## src/rtl/load_store_unit.sv

```systemverilog
// RV64 load/store unit: byte-addressed loads and stores mapped onto a 64-bit,
// whole-word-write data memory, with read-merge-write for sub-doubleword stores.
module load_store_unit #(
   parameter int ADDR_W     = 64,
   parameter int MEM_ADDR_W = 16
) (
   input  logic                  clk,
   input  logic                  reset,
   input  logic                  req_valid,
   output logic                  req_ready,
   input  logic                  req_is_store,
   input  logic [2:0]            req_funct3,
   input  logic [ADDR_W-1:0]     req_addr,
   input  logic [63:0]           req_wdata,
   output logic                  rsp_valid,
   input  logic                  rsp_ready,
   output logic [63:0]           rsp_rdata,
   output logic                  rsp_error,
   output logic [MEM_ADDR_W-1:0] mem_access_addr,
   output logic [63:0]           mem_write_data,
   output logic                  mem_write_en,
   output logic                  mem_read,
   input  logic [63:0]           mem_read_data
);

   localparam int LA_W = MEM_ADDR_W + 3;

   typedef enum logic [1:0] {S_IDLE, S_ACCESS, S_WRITE, S_RESP} state_e;

   state_e            state_q, state_d;
   logic              error_q, error_d;
   logic              is_store_q, is_store_d;
   logic [2:0]        funct3_q, funct3_d;
   logic [LA_W-1:0]   addr_q, addr_d;
   logic [63:0]       wdata_q, wdata_d;
   logic [63:0]       rdata_q, rdata_d;
   logic [63:0]       merged_q, merged_d;
   logic              unused_addr_hi;

   // Address bits above the doubleword index are ignored, so the index wraps.
   assign unused_addr_hi = ^req_addr[ADDR_W-1:LA_W];

   function automatic logic misaligned(input logic is_store, input logic [2:0] f3,
                                       input logic [2:0] off);
      logic bad;
      bad = is_store ? f3[2] : (f3 == 3'b111);
      case (f3[1:0])
         2'd0:    bad = bad;
         2'd1:    bad = bad | off[0];
         2'd2:    bad = bad | (|off[1:0]);
         default: bad = bad | (|off[2:0]);
      endcase
      return bad;
   endfunction

   function automatic logic [63:0] load_extend(input logic [63:0] dw, input logic [2:0] f3,
                                               input logic [2:0] off);
      logic [63:0] lane;
      logic [63:0] res;
      lane = dw >> {off, 3'b000};
      case (f3)
         3'b000:  res = {{56{lane[7]}},  lane[7:0]};
         3'b001:  res = {{48{lane[15]}}, lane[15:0]};
         3'b010:  res = {{32{lane[31]}}, lane[31:0]};
         3'b011:  res = lane;
         3'b100:  res = {56'd0, lane[7:0]};
         3'b101:  res = {48'd0, lane[15:0]};
         3'b110:  res = {32'd0, lane[31:0]};
         default: res = 64'd0;
      endcase
      return res;
   endfunction

   function automatic logic [63:0] store_merge(input logic [63:0] dw, input logic [63:0] wd,
                                               input logic [1:0] sz, input logic [2:0] off);
      logic [63:0] mask;
      case (sz)
         2'd0:    mask = 64'h0000_0000_0000_00FF;
         2'd1:    mask = 64'h0000_0000_0000_FFFF;
         default: mask = 64'h0000_0000_FFFF_FFFF;
      endcase
      mask = mask << {off, 3'b000};
      return (dw & ~mask) | ((wd << {off, 3'b000}) & mask);
   endfunction

   always_comb begin
      state_d    = state_q;
      error_d    = error_q;
      is_store_d = is_store_q;
      funct3_d   = funct3_q;
      addr_d     = addr_q;
      wdata_d    = wdata_q;
      rdata_d    = rdata_q;
      merged_d   = merged_q;
      case (state_q)
         S_IDLE: begin
            if (req_valid) begin
               is_store_d = req_is_store;
               funct3_d   = req_funct3;
               addr_d     = req_addr[LA_W-1:0];
               wdata_d    = req_wdata;
               rdata_d    = 64'd0;
               error_d    = misaligned(req_is_store, req_funct3, req_addr[2:0]);
               state_d    = error_d ? S_RESP : S_ACCESS;
            end
         end
         S_ACCESS: begin
            if (!is_store_q) begin
               rdata_d = load_extend(mem_read_data, funct3_q, addr_q[2:0]);
               state_d = S_RESP;
            end else if (funct3_q[1:0] == 2'd3) begin
               state_d = S_RESP;
            end else begin
               merged_d = store_merge(mem_read_data, wdata_q, funct3_q[1:0], addr_q[2:0]);
               state_d  = S_WRITE;
            end
         end
         S_WRITE: state_d = S_RESP;
         default: begin
            if (rsp_ready) begin
               error_d = 1'b0;
               state_d = S_IDLE;
            end
         end
      endcase
   end

   always_ff @(posedge clk or posedge reset) begin
      if (reset) begin
         state_q <= S_IDLE;
         error_q <= 1'b0;
      end else begin
         state_q <= state_d;
         error_q <= error_d;
      end
   end

   // Operand and result registers carry no reset; every output they feed is
   // gated by state, so they are invisible while idle.
   always_ff @(posedge clk) begin
      is_store_q <= is_store_d;
      funct3_q   <= funct3_d;
      addr_q     <= addr_d;
      wdata_q    <= wdata_d;
      rdata_q    <= rdata_d;
      merged_q   <= merged_d;
   end

   assign req_ready       = (state_q == S_IDLE);
   assign rsp_valid       = (state_q == S_RESP);
   assign rsp_error       = error_q;
   assign rsp_rdata       = (state_q == S_RESP) ? rdata_q : 64'd0;
   assign mem_read        = (state_q == S_ACCESS);
   assign mem_access_addr = (state_q == S_ACCESS || state_q == S_WRITE) ?
                            addr_q[LA_W-1:3] : '0;
   // Write strobe decoded from state so a reset drops a pending write at once.
   assign mem_write_en    = (state_q == S_WRITE) ||
                            (state_q == S_ACCESS && is_store_q && funct3_q[1:0] == 2'd3);
   assign mem_write_data  = (state_q == S_WRITE) ? merged_q :
                            (mem_write_en ? wdata_q : 64'd0);

endmodule

```

## config.mk

```make
export PLATFORM = sky130hd
export DESIGN_NAME = load_store_unit
export DESIGN_NICKNAME = d
export VERILOG_FILES = /design/src/rtl/load_store_unit.sv
export SDC_FILE = /design/constraint.sdc
export NUM_CORES = 1
export LEC_CHECK = 0
export BUFFER_PORTS_ARGS = -buffer_cell sky130_fd_sc_hd__buf_4
export CAP_MARGIN = 20
export CORE_MARGIN = 2
export CORE_UTILIZATION = 25
export DETAILED_ROUTE_END_ITERATION = 10
export PLACE_DENSITY = 0.5
export SLEW_MARGIN = 10
export SYNTH_ARGS = -nofsm -noshare
export SYNTH_HDL_FRONTEND = slang
export SYNTH_SLANG_ARGS = --single-unit
```

## constraint.sdc

```tcl
create_clock -name clk -period 11.1 [get_ports clk]
set_input_delay 1.11 -clock clk [delete_from_list [all_inputs] [get_ports clk]]
set_output_delay 1.11 -clock clk [all_outputs]
set_load 0.01 [all_outputs]
```

== After elaboration in Yosys (flattened, before gate mapping) ==
Cells that the tools add are included.

* Multiplexer cells: 25
* Eq/ne operators: 16
* Reductions and logical operators: 19
* Shift-type cells: 3
* Bitwise logic cells: 9

{| class="wikitable"
|+ Operators by type and width
! cell !! number
|-
| 64-bit two-way mux || 8
|-
| 64-bit case mux with 7 select lines || 1
|-
| 64-bit AND || 2
|-
| 64-bit case mux with 2 select lines || 1
|-
| 64-bit by 6-bit << shifter with 64-bit output || 2
|-
| 64-bit inverter || 1
|-
| 64-bit OR || 1
|-
| 32-bit case mux with 2 select lines || 1
|-
| 64-bit by 6-bit >> shifter with 64-bit output || 1
|-
| 16-bit two-way mux || 1
|-
| 3-bit == test, second input constant || 4
|-
| 3-bit AND reduction || 3
|-
| 2-bit == test, second input constant || 4
|-
| 1-bit two-way mux || 7
|-
| 2-bit by 1-bit == test with 1-bit output, second input constant || 3
|-
| 3-bit by 2-bit == test with 1-bit output, second input constant || 2
|-
| 2-bit logical NOT || 3
|-
| 2-bit two-way mux || 3
|-
| 2-bit case mux with 3 select lines || 1
|-
| 2-bit inequality test, second input constant || 2
|-
| 2-bit AND reduction || 2
|-
| 2-bit nonzero test || 2
|-
| 4-bit nonzero test || 1
|-
| 2-bit OR reduction || 2
|-
| 9 further kinds || 14
|}

* Logic and storage cells: 80
* Register bits: 218
* Input port bits: 200
* Output and inout port bits: 149

== Depth between registers and ports, before layout ==
Gate-level depths: netlist of run 1.

* Word-level depth: 9
* Mapped depth: 8
* Gate-level depth less buffers: 7

== Worst setup path before layout of run 1 ==
OpenSTA, ideal clock, no wires.

* Kind: input to register
* Start: input port req_valid
* End: register rdata_q[0], enable pin
* Stages: 2
* Library setup time: 0.581 ns
* Buffers on the path: 0
* Path slack: 4.600 ns
* Data arrival time: 5.919 ns
* Required time: 10.519 ns
* Path through: nor2b_1 -> a211oi_1

* Cells in the longest elaborated chain, start to end: 2

{| class="wikitable"
|+ RTL lines
! item !! line !! source
|-
| from (decl) || 9 || <nowiki>input logic req_valid,</nowiki>
|-
| 2-bit inequality test (no line) || -- ||
|-
| 3-bit AND reduction (no line) || -- ||
|-
| to (signal assigned) || 145 || <nowiki>rdata_q <= rdata_d;</nowiki>
|-
| to (decl) || 36 || <nowiki>logic [63:0] rdata_q, rdata_d;</nowiki>
|}

No other way between the ends.
A chain may end at the register's enable or synchronous reset.

== Final worst setup path of run 1 ==
* Start: register state_q[1]
* End: output port mem_write_data[38]

* Cells in the longest elaborated chain, start to end: 6
* Elaborated cells between the ends (all ways): 7
* Classes of those cells: 2 x eq/ne; 2 x mux; 3 x reduce/logical

{| class="wikitable"
|+ RTL lines
! item !! line !! source
|-
| from (decl) || 30 || <nowiki>state_e state_q, state_d;</nowiki>
|-
| from (signal assigned) || 133 || <nowiki>state_q <= state_d;</nowiki>
|-
| 2-bit by 1-bit == test with 1-bit output || 158 || <nowiki>(state_q == S_ACCESS && is_store_q && funct3_q[1:0] == 2'd3);</nowiki>
|-
| 1-bit logical AND (2 in series) || 158 ||
|-
| 1-bit logical OR || 157 || <nowiki>assign mem_write_en = (state_q == S_WRITE) ||</nowiki>
|-
| 64-bit two-way mux || 160 || <nowiki>(mem_write_en ? wdata_q : 64'd0);</nowiki>
|-
| 64-bit two-way mux * || 159 || <nowiki>assign mem_write_data = (state_q == S_WRITE) ? merged_q :</nowiki>
|-
| to (decl) || 20 || <nowiki>output logic [63:0] mem_write_data,</nowiki>
|}

Mark *: on every way between the ends. The rest lies on a longest branch, timed or not.

==> results of run 1 <==
[critical path: stages, from the launching register on]
cell and delay [ns]:
dfrtp_1 0.42, inv_1 0.11, ha_1 0.36, nand4_1 0.22, nor2_4 0.13, buf_4 0.64, a22o_1 0.35, buf_4 0.16
[report_power, final]
part           internal (mW)  switching (mW)  total (mW)
Combinational          0.601           0.885        1.49
Clock                  0.446           0.358       0.804
Sequential              1.24           0.118        1.36
Total                   2.28            1.36        3.65
[how the worst max path moves through the flow]
stage | startpoint | end | cells past startpoint
after floorplan | req_valid | rdata_q[0] | 2
after global placement | addr_q[1] | merged_q[39] | 6
after detailed placement | addr_q[1] | merged_q[39] | 6
after CTS | state_q[1] | mem_write_data[38] | 7
after global routing | state_q[1] | mem_write_data[38] | 7
final | state_q[1] | mem_write_data[38] | 7
[layout make-up]
type	count	area [um2]	area share
antenna	3	7.51	0.000468
clock buffer	30	687	0.0428
clock inverter	17	101	0.00631
inverter	10	37.5	0.00234
multi-input combinational	744	5420	0.338
sequential	218	6530	0.407
tap	664	831	0.0517
timing repair buffer	323	2440	0.152
[registers in the layout, indices dropped and copies added, names as in the netlist]
name	cells
rsp_error	1
addr_q	19
merged_q	64
rdata_q	64
wdata_q	64
state_q	2
funct3_q	3
is_store_q	1
[logic make-up after synthesis]
group / synth area share
buf+inv: 0.0345
compound gates: 0.156
flops: 0.529
simple gates: 0.122
mux: 0.150
fa+ha+maj: 0.00810
[per-layer routing]
| layer | routed length (um) | track usage |
|---|---|---|
| met5 | 30 | 0 |
| met4 | 813 | 0.0422 |
| met3 | 3540 | 0.0342 |
| met2 | 23900 | 0.310 |
| met1 | 21400 | 0.261 |
[layout by cell type, fill, tap and decap left out, types with 3 or more instances in the layout]
cell type,n
clkbuf_16,27
a22oi_1,16
nor2b_1,15
clkbuf_1,3
edfxtp_1,215
a21oi_2,10
ha_1,7
dfrtp_1,3
nand3_1,5
mux2_2,40
a21oi_1,104
o22ai_1,4
a211oi_1,15
o21a_1,4
nand2_1,108
clkinv_2,9
clkinvlp_4,3
o31ai_1,3
buf_4,322
o21ai_0,42
and2_1,90
mux2i_1,73
diode_2,3
nand2b_1,14
mux4_2,30
o2bb2ai_1,7
nor2_1,50
o32ai_1,8
a22o_1,64
a31oi_1,3
inv_1,9
nor3_1,7
[metrics by stage]
step | cell area, um2 | hold slack, ns | setup WS, ns | cells
2_1_floorplan | 12400 | 0.495 | 4.60 | 1059
3_3_place_gp | 15300 | 0.488 | 7.49 | 1958
3_5_place_dp | 15300 | 0.512 | 7.41 | 1958
4_1_cts | 16000 | 0.405 | 7.01 | 2005
5_1_grt | 16100 | 0.429 | 6.82 | 2009
6_report | 16100 | 0.433 | 7.04 | 2009
==> flow_summary_export.csv, run 1 <==
group,metric,value,unit
outcome,status,"completed",
setup_path,crit_required,9.99,ns
global_routing,antenna_found_initial,5,
min_path,hold_path.class,"in -> async",
synth,synth_top_area_frac,0.523,
power,p_per_area,227,nW/um2
setup_path,end_kind,"output port",
synth,ys_types,47,
power,ir_drop,0.114,mV
route,drc,0,
power,power.total,3.65,mW
cts,htree_levels,1,
cts,post_cts_buffers,0,
layout,post-route-util,0.329,
timing,fin_crit_sh,0.366,
floorplan,chipHeight,226,um
setup_path,ff2ff_setup_slack,7.44,ns
global_routing,grt_use_total,0.190,
timing,finClkSkew,0.0139,ns
floorplan,top_level_ports,349,
synth,async_flop_share,0.0138,
global_routing,grt_pass1_wl,70400,um
cts,clockBufferDepth,3,
timing,slew_violations,0,
layout,nets,1532,
setup_path,r2r_start,"addr_q[1]",
timing,min_period,4.06,ns
synth,syn_nets,1267,
synth,yosys.area.top_type,"edfxtp_1",
cts,path_clk_slew,0.06,ns
synth,yosys_warnings,0,
power,p_leak,6.16,nW
layout,syn2layout_area_growth,30.0,%
setup_path,criticalPathCategory,"reg -> out",
synth,synth-seq-cells,218,
place,place_hpwl,37200,um
timing,hold_violations,0,
run,cap_violations,0,
setup_path,cp-start-kind,"flip-flop",
global_routing,grt_pass1_vias,9883,
route,routed_via_density,4.98,
layout,drive_gt1_frac,0.341,
synth,syn_area,12400,um2
cts,worstSkewPairLatency,0.55,ns
timing,worstMarginPinSlew,1.03,ns
synth,ys_seq_area_frac,0.529,
synth,synth_top_cells_by_count,"edfxtp_1 (215), nand2_1 (109), a21oi_1 (104), and2_1 (91), mux2i_1 (73)",
floorplan,fp.dieArea,51200,um2
synth,syn_avg_cell_area,11.7,um2
global_routing,globalRoute.totalOverflow,0,
setup_path,path_max_fanout,64,
place,place.gp.congestion,0.910,
layout,fillers,5108,
cts,post_cts_resized,0,
timing,rsz0062_at_grt,"no",
cts,cts_tree,"done",
timing,setup_tns,0,ns
timing,slew_headroom,0.316,
route,first_iter_violations,1135,
cts,cts_hold_buf,0,
synth,synthFlopType,"edfxtp_1",
route,drt-pass1-iter-count,5,
cts,clock-sinks,218,
timing,setup_viol,0,
floorplan,std_cell_rows,81,
synth,synth_most_common_cell,"edfxtp_1",
synth,synth_area_leaders,"edfxtp_1 (52%), mux2i_1 (5.9%), mux4_2 (5.5%)",
synth,synth_cells,1059,
timing,fmax,246,MHz
floorplan,initial_core_util,0.253,
cts,cts-root-buf,"clkbuf_16",
synth,synth_edf_count,215,
route,ant_nets,0,
setup_path,critPathArrivalTime,2.95,ns
route,detail_route.wl_per_cell,24.7,um
floorplan,fp.coreArea,48800,um2
place,io_buffers,303,
floorplan,die_w,226,um
global_routing,grt_max_degree,146,
route,via_count,10008,
cts,cts_made_buffers,27,
setup_path,worstReg2RegEnd,"merged_q[39]",
route,routed_wl,49700,um
setup_path,reg2regPathDepth,7,
No activity file was read; power rests on OpenSTA's default activity.
==> inputs of run 2 (changes only) <==
clock period = 3.95 ns   (was 11.1 ns; I/O delays follow)
==> flow_summary_export.csv, run 2 (synthesized netlist as in run 1, its figures left out) <==
group,metric,value,unit
floorplan,top_level_ports,349,
global_routing,grt_pass1_vias,10125,
global_routing,grt_max_degree,66,
timing,setup_tns,0,ns
setup_path,path_max_fanout,64,
place,place_hpwl,38200,um
timing,worstMarginPinSlew,0.866,ns
global_routing,globalRoute.totalOverflow,0,
route,drc,0,
setup_path,criticalPathCategory,"reg -> out",
cts,worstSkewPairLatency,0.56,ns
setup_path,reg2regPathDepth,6,
route,via_count,10233,
place,place.gp.congestion,0.914,
route,ant_nets,0,
place,io_buffers,303,
power,p_per_area,636,nW/um2
layout,layout_common_cells,"buf_4 (332), edfxtp_1 (215), nand2_1 (108)",
floorplan,chipHeight,226,um
layout,fillers,5039,
route,drt-pass1-iter-count,5,
layout,drive_gt1_frac,0.333,
timing,min_period,2.99,ns
global_routing,grt_pass1_wl,71400,um
layout,top_regs,"merged_q x64, rdata_q x64, wdata_q x64",
setup_path,ff2ff_setup_slack,1.17,ns
global_routing,antenna_found_initial,6,
floorplan,fp.dieArea,51200,um2
cts,cts_made_buffers,27,
cts,cts_tree,"done",
timing,slew_headroom,0.420,
layout,final_common_cell,"buf_4",
layout,nets,1596,
timing,fmax,334,MHz
setup_path,end_kind,"output port",
layout,syn2layout_area_growth,36.4,%
timing,setup_viol,0,
min_path,min_path_cells,1,
setup_path,cp-start-kind,"flip-flop",
floorplan,fp.coreArea,48800,um2
route,first_iter_violations,877,
cts,clockBufferDepth,3,
cts,cts-root-buf,"clkbuf_16",
setup_path,crit_required,3.56,ns
floorplan,initial_core_util,0.253,
cts,clock-sinks,218,
route,routed_via_density,4.94,
route,routed_wl,50400,um
timing,rsz0062_at_grt,"no",
global_routing,grt_use_total,0.192,
timing,finClkSkew,0.0246,ns
power,power.total,10.7,mW
setup_path,critPathArrivalTime,2.60,ns
timing,slew_violations,0,
cts,path_clk_slew,0.06,ns
cts,htree_levels,1,
power,p_leak,6.51,nW
floorplan,die_w,226,um
route,detail_route.wl_per_cell,24.3,um
run,cap_violations,0,
timing,fin_crit_sh,0.757,
min_path,hold_path.class,"in -> reg",
power,ir_drop,0.328,mV
outcome,status,"completed",
timing,hold_violations,0,
layout,post-route-util,0.345,
floorplan,std_cell_rows,81,
[run 2: final timing paths]
kind,from,endpoint
max,state_q[1],mem_write_data[21]
min,req_wdata[27],wdata_q[27]
max reg2reg,addr_q[1],rdata_q[17]
min reg2reg,rsp_error,rsp_error
max in group asynchronous,reset,state_q[0]
min in group asynchronous,reset,rsp_error
[run 2: what timing repair did]
item	CTS	global route
hold buffers	47	4
endpoints found under the hold margin	49	4
buffers inserted	0	0
gates resized for setup	0	0
[run 2: power by group]
group | switching (mW) | internal, mW | total (mW)
Combinational | 2.47 | 1.77 | 4.24
Sequential | 0.355 | 3.47 | 3.83
Clock | 1.01 | 1.64 | 2.65
[run 2: layout make-up]
type | count | area, um2 | share of cell area
flip-flops and latches | 218 | 6530 | 0.388
inverters | 10 | 37.5 | 0.00223
clock inverters | 19 | 250 | 0.0149
repair buffers | 387 | 3080 | 0.183
diodes | 1 | 2.50 | 0.000149
well taps | 664 | 831 | 0.0493
multi-input cells | 744 | 5430 | 0.322
clock buffers | 30 | 687 | 0.0408
[run 2: critical path, cell delays in order, from the launching register on]
cell and delay, ns:
dfrtp_1 0.41, inv_1 0.09, ha_1 0.38, nand4_1 0.23, nor2_4 0.17, buf_12 0.28
a22o_1 0.29, buf_4 0.16
[run 2: metrics by stage]
stage          hold slack, ns  cell area (um2)  setup WS [ns]  std cells
2_1_floorplan           0.149            12400          0.630       1059
3_3_place_gp            0.276            15400           1.05       1971
3_5_place_dp            0.275            15400          0.983       1971
4_1_cts              0.000156            16800          0.898       2067
5_1_grt              0.000217            16800          0.812       2073
6_report               0.0188            16800          0.958       2073
[run 2: metal layers]
layer,global-route usage,up-vias,wire [um]
li1,-,4660,-
met1,0.253,5086,21200
met2,0.322,402,24600
met3,0.0394,75,3450
met4,0.0480,10,1130
met5,0,-,54
==> inputs of run 3 (changes only) <==
clock period = 2.9 ns   (was 3.95 ns; I/O delays follow)
==> flow_summary_export.csv, run 3 (synthesized netlist as in run 1, its figures left out) <==
group,metric,value,unit
run,cap_violations,0,
layout,drive_gt1_frac,0.341,
floorplan,initial_core_util,0.253,
layout,syn2layout_area_growth,41.7,%
cts,cts_made_buffers,26,
global_routing,antenna_found_initial,9,
setup_path,r2r_start,"addr_q[1]",
route,routed_wl,50800,um
power,p_per_area,836,nW/um2
layout,layout_common_cells,"buf_4 (352), edfxtp_1 (215), nand2_1 (108)",
floorplan,fp.coreArea,48800,um2
route,drt-pass1-iter-count,5,
power,ir_drop,0.577,mV
cts,htree_levels,1,
setup_path,crit_top_cell,"buf_12",
cts,post_cts_resized,0,
setup_path,cp_slowest_cell,"dfrtp_1",
layout,fin_area,17500,um2
timing,setup_viol,0,
floorplan,die_w,226,um
min_path,hold-path-endpoint,"merged_q[4]",
min_path,min_path_cells,2,
setup_path,cp_slowest_stage_delay,0.43,ns
min_path,hp-start,"mem_read_data[4]",
place,place_ws,0.445,ns
floorplan,std_cell_rows,81,
setup_path,worstReg2RegEnd,"merged_q[36]",
timing,worstMarginPinSlew,0.707,ns
power,p_leak,6.82,nW
route,highest_layer,"met5",
timing,hold-worst-slack,0.0726,ns
place,io_buffers,303,
cts,worstSkewPairLatency,0.56,ns
place,place_hpwl,39000,um
global_routing,grt_use_total,0.194,
layout,nets,1661,
layout,post-route-util,0.358,
cts,path_clk_slew,0.06,ns
cts,cts-root-buf,"clkbuf_16",
timing,hold_violations,0,
route,first_iter_violations,832,
timing,fin_crit_sh,0.914,
timing,fmax,377,MHz
timing,rsz0062_at_grt,"no",
route,met3_length,3650,um
route,wl_met2,24600,um
cts,cts_tree,"done",
setup_path,worstPathCellList,"inv_2, ha_4, nand4_1, nor2_4, buf_12, buf_12, a22o_1, buf_4",
global_routing,globalRoute.totalOverflow,0,
outcome,status,"completed",
setup_path,ff2ff_setup_slack,0.39,ns
route,detail_route.wl_per_cell,23.8,um
timing,min_period,2.65,ns
setup_path,criticalPathCategory,"reg -> out",
timing,fin_ws,0.251,ns
place,place.gp.congestion,0.887,
setup_path,end_kind,"output port",
global_routing,grt_pass1_wl,72100,um
cts,clock-sinks,218,
setup_path,critPathArrivalTime,2.36,ns
floorplan,chipHeight,226,um
setup_path,crit_required,2.61,ns
floorplan,top_level_ports,349,
route,via_count,10455,
layout,final_common_cell,"buf_4",
min_path,hold_path.class,"in -> reg",
setup_path,reg2regPathDepth,7,
timing,setup_tns,0,ns
route,routed_via_density,4.89,
layout,fillers,4946,
layout,top_regs,"merged_q x64, rdata_q x64, wdata_q x64",
timing,slew_headroom,0.524,
global_routing,grt_max_degree,67,
timing,finClkSkew,0.0112,ns
floorplan,fp.dieArea,51200,um2
place,dpl-instance-area,15700,um2
route,met1_length,21200,um
route,ant_nets,0,
setup_path,cp-start-kind,"flip-flop",
timing,slew_violations,0,
global_routing,grt_pass1_vias,10503,
setup_path,path_max_fanout,26,
cts,clockBufferDepth,3,
route,drc,0,
## run 3: repair_timing
action	CTS	global route
setup endpoints to repair	16	0
hold buffers	88	0
buffers inserted	4	0
hold endpoints to repair	90	0
## run 3: per-stage QoR
stage | cells | power (mW)
after floorplan | 1059 | 8.40
after global placement | 1997 | 11.3
after detailed placement | 1997 | 11.3
after CTS | 2135 | 14.8
after global routing | 2139 | 15.4
final | 2139 | 14.6
## run 3: cell type report
type | count | area, um2 | share of cell area
Inverter | 10 | 37.5 | 0.00215
Tap cell | 664 | 831 | 0.0475
Clock inverter | 15 | 158 | 0.00901
Timing Repair Buffer | 453 | 3780 | 0.216
Multi-Input combinational cell | 744 | 5450 | 0.312
Clock buffer | 31 | 691 | 0.0395
Sequential cell | 218 | 6530 | 0.373
Antenna cell | 4 | 10.0 | 0.000572
## run 3: power by group
group          total, mW  leakage, nW  internal, mW  switching (mW)
Sequential          5.20         2.06          4.72           0.479
Clock               3.30        0.420          1.96            1.34
Combinational       6.13         4.34          2.69            3.44
Total               14.6         6.82          9.36            5.26
## run 3: worst max-delay path, delay by kind of cell, from the launching register on
kind | cells | cell delay [ns]
AOI/OAI and AO/OA | 1 | 0.19
adders and majority gates | 1 | 0.19
buffers and inverters | 4 | 0.60
DFF | 1 | 0.43
and+or+nand+nor | 2 | 0.36
## run 3: how the worst max path moves through the flow
stage,startpoint,endpoint,slack [ns],cells after the start
3_5_place_dp,addr_q[0],rdata_q[19],0.44,6
6_report,state_q[1],mem_write_data[54],0.25,8
5_1_grt,state_q[1],mem_write_data[54],0.13,8
4_1_cts,state_q[1],mem_write_data[54],0.21,8
3_3_place_gp,addr_q[1],merged_q[36],0.45,7
2_1_floorplan,state_q[1],rdata_q[0],0.005,4
## run 3: routing by layer
metal  up-vias  global-route usage
li1       4811                   -
met1      5143               0.249
met2       408               0.326
met3        83              0.0446
met4        10              0.0548
met5         -                   0
